`config.mk`:
```
export PLATFORM = sky130hd
export DESIGN_NAME = sad_min_search
export DESIGN_NICKNAME = d
export VERILOG_FILES = /design/src/rtl/sad_min_search_pkg.sv /design/src/rtl/sad_rd_tag_pipe.sv /design/src/rtl/sad_min_search.sv
export SDC_FILE = /design/constraint.sdc
export NUM_CORES = 1
export LEC_CHECK = 0
export BUFFER_PORTS_ARGS = -buffer_cell sky130_fd_sc_hd__clkbuf_2
export CAP_MARGIN = 20
export CORE_AREA = 3 3 113 115
export CTS_BUF_LIST = sky130_fd_sc_hd__clkbuf_4 sky130_fd_sc_hd__clkbuf_8
export DETAILED_ROUTE_END_ITERATION = 8
export DIE_AREA = 0 0 116 118
export PLACE_DENSITY = 0.9
export SLEW_MARGIN = 20
export SYNTH_ARGS = -nofsm -noshare
export SYNTH_HDL_FRONTEND = slang
export SYNTH_SLANG_ARGS = --single-unit
```
`constraint.sdc`:
```
create_clock -name Clk -period 2.8 [get_ports Clk]
set_input_delay 0.28 -clock Clk [delete_from_list [all_inputs] [get_ports Clk]]
set_output_delay 0.28 -clock Clk [all_outputs]
set_load 0.005 [all_outputs]
```
`src/rtl/sad_min_search_pkg.sv`:
```
// Shared definitions for the SAD engine, C memory model and minimum search.
// This package holds the default sizes and the scan state encoding.
package sad_min_search_pkg;

    localparam int DEF_N_ENTRIES = 128;
    localparam int DEF_ADDR_W    = 7;
    localparam int DEF_DATA_W    = 32;
    localparam int DEF_MEM_LAT   = 2;

    typedef enum logic [1:0] {
        ST_IDLE  = 2'd0,
        ST_READ  = 2'd1,
        ST_DRAIN = 2'd2,
        ST_FIN   = 2'd3
    } scan_state_e;

endpackage

```
`src/rtl/sad_rd_tag_pipe.sv`:
```
// Read tag pipeline: a LAT-stage shift of {valid, index} that follows each
// issued C memory read so the returning word arrives paired with its address.
module sad_rd_tag_pipe #(
    parameter int LAT   = 2,
    parameter int IDX_W = 7
) (
    input  logic             Clk,
    input  logic             Rst_n,
    input  logic             in_valid,
    input  logic [IDX_W-1:0] in_idx,
    output logic             out_valid,
    output logic [IDX_W-1:0] out_idx,
    output logic             any_valid
);

    logic [LAT-1:0]   valid_q;
    logic [IDX_W-1:0] idx_q [LAT];

    // Valid bits shift every cycle; reset drops any reads still in flight.
    always_ff @(posedge Clk) begin
        // NOTE: non-blocking assignments here make every stage sample the
        // previous stage's old value, which is what a shift register needs.
        if (!Rst_n) begin
            valid_q <= '0;
        end else begin
            valid_q[0] <= in_valid;
            for (int s = 1; s < LAT; s++) begin
                valid_q[s] <= valid_q[s-1];
            end
        end
    end

    // Index bits shift alongside the valid bits.
    always_ff @(posedge Clk) begin
        // NOTE: the index stages carry no reset; they are meaningless unless the
        // matching valid bit is set, and the valid bits are reset above.
        idx_q[0] <= in_idx;
        for (int s = 1; s < LAT; s++) begin
            idx_q[s] <= idx_q[s-1];
        end
    end

    assign out_valid = valid_q[LAT-1];
    assign out_idx   = idx_q[LAT-1];
    assign any_valid = |valid_q;

endmodule

```
`src/rtl/sad_min_search.sv`:
```
// Minimum-SAD search: scans C memory one read per cycle, tracks the smallest
// SAD word and its address, and reports it with a threshold flag and Done pulse.
module sad_min_search
    import sad_min_search_pkg::*;
#(
    parameter int N_ENTRIES = DEF_N_ENTRIES,
    parameter int ADDR_W    = DEF_ADDR_W,
    parameter int DATA_W    = DEF_DATA_W,
    parameter int MEM_LAT   = DEF_MEM_LAT
) (
    input  logic              Clk,
    input  logic              Rst_n,
    input  logic              Go,
    input  logic [DATA_W-1:0] Thresh,
    input  logic [DATA_W-1:0] C_in,
    output logic [ADDR_W-1:0] C_Addr,
    output logic              C_En,
    output logic              C_Rw,
    output logic [DATA_W-1:0] Min_Sad,
    output logic [ADDR_W-1:0] Min_Idx,
    output logic              Below_Thr,
    output logic              Busy,
    output logic              Done
);

    // One extra bit lets N_ENTRIES == 2**ADDR_W finish without wrapping.
    localparam int CNT_W = ADDR_W + 1;
    localparam logic [CNT_W-1:0] CNT_LAST = CNT_W'(N_ENTRIES - 1);
    localparam logic [CNT_W-1:0] CNT_ONE  = CNT_W'(1);

    scan_state_e       state_q, state_nx;
    logic [CNT_W-1:0]  issue_cnt;
    logic [DATA_W-1:0] thresh_q;
    logic [DATA_W-1:0] best_q;
    logic [ADDR_W-1:0] best_idx_q;

    logic              go_start;
    logic              fin_entry;
    logic              tag_valid;
    logic [ADDR_W-1:0] tag_idx;
    logic              tag_any;

    assign go_start  = (state_q == ST_IDLE) && Go;
    assign fin_entry = (state_q == ST_DRAIN) && !tag_any;

    // C memory is only ever read by this block.
    assign C_Rw = 1'b0;

    sad_rd_tag_pipe #(
        .LAT   (MEM_LAT),
        .IDX_W (ADDR_W)
    ) u_tag_pipe (
        .Clk       (Clk),
        .Rst_n     (Rst_n),
        .in_valid  (state_q == ST_READ),
        .in_idx    (issue_cnt[ADDR_W-1:0]),
        .out_valid (tag_valid),
        .out_idx   (tag_idx),
        .any_valid (tag_any)
    );

    // State register.
    always_ff @(posedge Clk) begin
        if (!Rst_n) state_q <= ST_IDLE;
        else        state_q <= state_nx;
    end

    // Next-state logic: read all entries, drain the tag pipe, publish, return.
    always_comb begin
        // NOTE: assigning the default first keeps every path covered, so no latch.
        state_nx = state_q;
        unique case (state_q)
            ST_IDLE:  if (Go) state_nx = ST_READ;
            ST_READ:  if (issue_cnt == CNT_LAST) state_nx = ST_DRAIN;
            ST_DRAIN: if (!tag_any) state_nx = ST_FIN;
            ST_FIN:   state_nx = ST_IDLE;
            default:  state_nx = ST_IDLE;
        endcase
    end

    // Issue counter and threshold capture at scan start.
    always_ff @(posedge Clk) begin
        if (!Rst_n) begin
            issue_cnt <= '0;
            thresh_q  <= '0;
        end else if (go_start) begin
            issue_cnt <= '0;
            thresh_q  <= Thresh;
        end else if (state_q == ST_READ) begin
            issue_cnt <= issue_cnt + CNT_ONE;
        end
    end

    // Registered C memory address/enable: one read per READ cycle, idle otherwise.
    always_ff @(posedge Clk) begin
        if (!Rst_n) begin
            C_Addr <= '0;
            C_En   <= 1'b0;
        end else if (state_q == ST_READ) begin
            C_Addr <= issue_cnt[ADDR_W-1:0];
            C_En   <= 1'b1;
        end else begin
            C_Addr <= '0;
            C_En   <= 1'b0;
        end
    end

    // Running minimum; strict compare keeps the lowest index on ties.
    always_ff @(posedge Clk) begin
        if (!Rst_n) begin
            best_q     <= '0;
            best_idx_q <= '0;
        end else if (go_start) begin
            best_q     <= '1;
            best_idx_q <= '0;
        end else if (tag_valid && (C_in < best_q)) begin
            best_q     <= C_in;
            best_idx_q <= tag_idx;
        end
    end

    // Result registers update only when the scan completes; Done is a pulse.
    always_ff @(posedge Clk) begin
        if (!Rst_n) begin
            Min_Sad   <= '0;
            Min_Idx   <= '0;
            Below_Thr <= 1'b0;
            Done      <= 1'b0;
        end else begin
            Done <= fin_entry;
            if (fin_entry) begin
                Min_Sad   <= best_q;
                Min_Idx   <= best_idx_q;
                Below_Thr <= (best_q < thresh_q);
            end
        end
    end

    // Busy covers the READ and DRAIN states.
    always_ff @(posedge Clk) begin
        if (!Rst_n) Busy <= 1'b0;
        else        Busy <= (state_nx == ST_READ) || (state_nx == ST_DRAIN);
    end

endmodule

```
==> results.toml <==
[global_routing]
overflow = 0
grt_first_pass_wirelength_mm = 27.1
grt_pass1_vias = 5797
grt_antenna_before_repair = 0
grt_start_max_net_pins = 118
grtUsageTotal = 0.244

[worst_setup_path]
req_time_crit_path_ns = 3.14
max_stage_delay_ns = 0.61
cp-end-kind = "flip-flop"
cp.arrival_ns = 2.97
worst-path-stages = 9
timing.critical_path.slowest_stage_cell = "sky130_fd_sc_hd__or4_4"
cp_num_buf_inv = 2
path_cells = "inv_1, ha_1, and4_1, nand4_1, or4_4, a31oi_4, buf_4, o211ai_1, o311a_1"
ff2ff_path_depth = 9
critical_path.top_delay_family = "simple AND/OR/NAND/NOR gates"
critical_path.startpoint_type = "flip-flop"
timing.setup.critical_path_class = "flip-flop to flip-flop"
critical_path_peak_fanout = 16

[timing]
finalCriticalPeriod_ns = 2.64
finalMaxSlewViolations = 0
worst_slew_pin_slew_ns = 0.877
timing.fmax_mhz = 379
worst_clock_skew_ns = 0.0124
setup-violations-final = 0
post-route-period-util = 0.942
worst_slew_margin_rel = 0.415
final_report_hold_violation_count = 0
unrepaired_setup_endpoints_after_global_routing = "false"
fin_hold_ws_ns = 0.0453
setup_tns_ns = 0

[synthesis]
ys_warn_count = 0
synth-seq-cells = 146
synth.cell_area_mm2 = 0.00682
post_synth.cell_area_avg_um2 = 8.88
syn_inst = 768
ys_dominant_reg_cell = "sky130_fd_sc_hd__dfxtp_1"
async_reset_ff_frac = 0
synth.most_common_cell = "sky130_fd_sc_hd__nand2_1"
synthDistinctLibCells = 47
synth_seq_area_share = 0.428
yosys-top-cells-count = "sky130_fd_sc_hd__nand2_1 (156), sky130_fd_sc_hd__dfxtp_1 (146), sky130_fd_sc_hd__a21boi_0 (72)"
post-synth-top-area-fraction = 0.428
synth.largest_area_cell = "sky130_fd_sc_hd__dfxtp_1"
synth-edff-count = 0
yosys-top-cells-area = "sky130_fd_sc_hd__dfxtp_1 (43%), sky130_fd_sc_hd__ha_1 (12%), sky130_fd_sc_hd__nand2_1 (8.6%)"
syn-num-nets = 898

[clocking]
total_clock_buffers_created_by_cts = 17
clkSlewWorstSetupHoldPaths_ns = 0.09
cts_max_level = 4
cts_tree = "done"
clock_root_buffer_master = "sky130_fd_sc_hd__clkbuf_8"
clk-insertion-delay-late_ns = 0.45
cts_max_path_buffers = 2
post_cts_resize_count = 0
cts_setup_buffers = 0
cts-hold-fix-buffers = 0
clock_sink_count = 146

[routing]
drt.antenna.violating_nets = 0
drt_pass1_iterations = 5
route.final.wire_length_mm = 16.3
vias = 5860
post_drt_wl_per_cell_um = 15.9
drc = 0
dr.first_iter.drc_count = 460
vias_per_cell = 5.70

[die]
die_y_um = 118
row_count = 40
design.core.area_mm2 = 0.0119
initial_core_util = 0.573
ioPinCount = 118
die_w_um = 116
dieArea_mm2 = 0.0137

[power]
p_per_area_mw_per_mm2 = 573
leakagePower_nw = 3.34
irDropWorstVdd_v = 0.000404

[finish]
multi_input_comb_area_mm2 = 0.00346
fillers = 981
antenna_cells = 0
final_cells = 1028
area.sequential_mm2 = 0.00292
num-nets-final = 998
layout-area-overhead-vs-synth_pct = 16.0
drive_gt1_frac = 0.196

[status]
status = "complete, no violations"

[place]
place.detailed.instances = 996
post_dp_hpwl_mm = 11.1
routability_congestion = 0.841
port-buffer-count = 116

[min_path]
worst_hold_path_type = "input port to flip-flop"
hold_path_depth = 3

[run]
drv_cap = 0
## placed cells by master, fill, tap and decap left out, types with 3 or more instances in the layout
master,count
sky130_fd_sc_hd__a21boi_0,72
sky130_fd_sc_hd__a21o_1,14
sky130_fd_sc_hd__a21oi_1,28
sky130_fd_sc_hd__and2_1,4
sky130_fd_sc_hd__and3_1,8
sky130_fd_sc_hd__buf_4,13
sky130_fd_sc_hd__clkbuf_2,115
sky130_fd_sc_hd__clkbuf_8,18
sky130_fd_sc_hd__clkinv_4,4
sky130_fd_sc_hd__dfxtp_1,146
sky130_fd_sc_hd__ha_1,63
sky130_fd_sc_hd__inv_1,63
sky130_fd_sc_hd__inv_6,4
sky130_fd_sc_hd__inv_8,3
sky130_fd_sc_hd__nand2_1,156
sky130_fd_sc_hd__nand2b_1,5
sky130_fd_sc_hd__nand3_1,12
sky130_fd_sc_hd__nand4_1,13
sky130_fd_sc_hd__nor2_1,14
sky130_fd_sc_hd__nor2b_1,5
sky130_fd_sc_hd__o211ai_1,32
sky130_fd_sc_hd__o21ai_0,16
sky130_fd_sc_hd__o311a_1,33
sky130_fd_sc_hd__xor2_1,4
## worst register-to-register path, delay by kind of cell (launching register included)
family / cells / cell delay, ns
AO/OA/AOI/OAI: 3 / 0.51
adder cells (fa/ha/maj): 1 / 0.29
buffers and inverters: 2 / 0.34
flip-flops: 1 / 0.39
AND/OR/NAND/NOR: 3 / 1.01
## where the power goes
part | internal (mW) | total (mW) | switching (mW)
clock network | 0.758 | 1.64 | 0.882
registers | 2.16 | 2.22 | 0.0640
logic | 0.299 | 0.673 | 0.374
## cells by family (layout without fill, tap and decap cells)
logic type      after synthesis  after routing  share of synthesized area
fa+ha+maj                    63             63                      0.116
buf+inv                     113            226                     0.0673
xor+xnor                      6              6                    0.00770
other cells                   1              1                   0.000550
compound gates              209            209                      0.233
flops                       146            146                      0.428
simple gates                230            230                      0.148
## path summary, 6_finish.rpt
path | startpoint | endpoint | slack, ns
max | best_q[31] | best_q[18] | 0.16
min | Thresh[4] | thresh_q[4] | 0.05
max reg2reg | best_q[31] | best_q[18] | 0.16
min reg2reg | u_tag_pipe.idx_q[0][5] | u_tag_pipe.idx_q[1][5] | 0.33
## registers in the layout, summed over array words and instances, names as in the netlist, 7 cells and up
signal            cells
thresh_q             32
u_tag_pipe.idx_q     14
best_idx_q            7
Min_Idx               7
C_Addr                7
issue_cnt             8
Min_Sad              32
best_q               32
## per-layer routing
metal,GRT usage,part of all wire,up-vias
met4,0.109,0.030,0
met3,0.0591,0.066,44
met1,0.313,0.43,2719
li1,-,-,2884
met5,0,0,-
met2,0.387,0.47,213
## final cells by class
type / instances / area share
Multi-Input combinational cell: 509 / 0.437
Sequential cell: 146 / 0.369
Timing Repair Buffer: 131 / 0.0908
Clock buffer: 18 / 0.0313
Inverter: 63 / 0.0299
Tap cell: 147 / 0.0232
Clock inverter: 14 / 0.0185
## through the flow
stage / total power [mW] / area (µm²) / setup WS, ns / utilization
6_report: 4.54 / 7910 / 0.163 / 0.664
5_1_grt: 4.73 / 7910 / 0.0372 / 0.664
4_1_cts: 4.54 / 7910 / 0.183 / 0.664
3_5_place_dp: 2.92 / 7520 / 0.243 / 0.631
3_3_place_gp: 2.89 / 7520 / 0.350 / 0.631
2_1_floorplan: 2.71 / 6820 / 0.491 / -
Note: power is estimated with default switching activity, not from simulation.
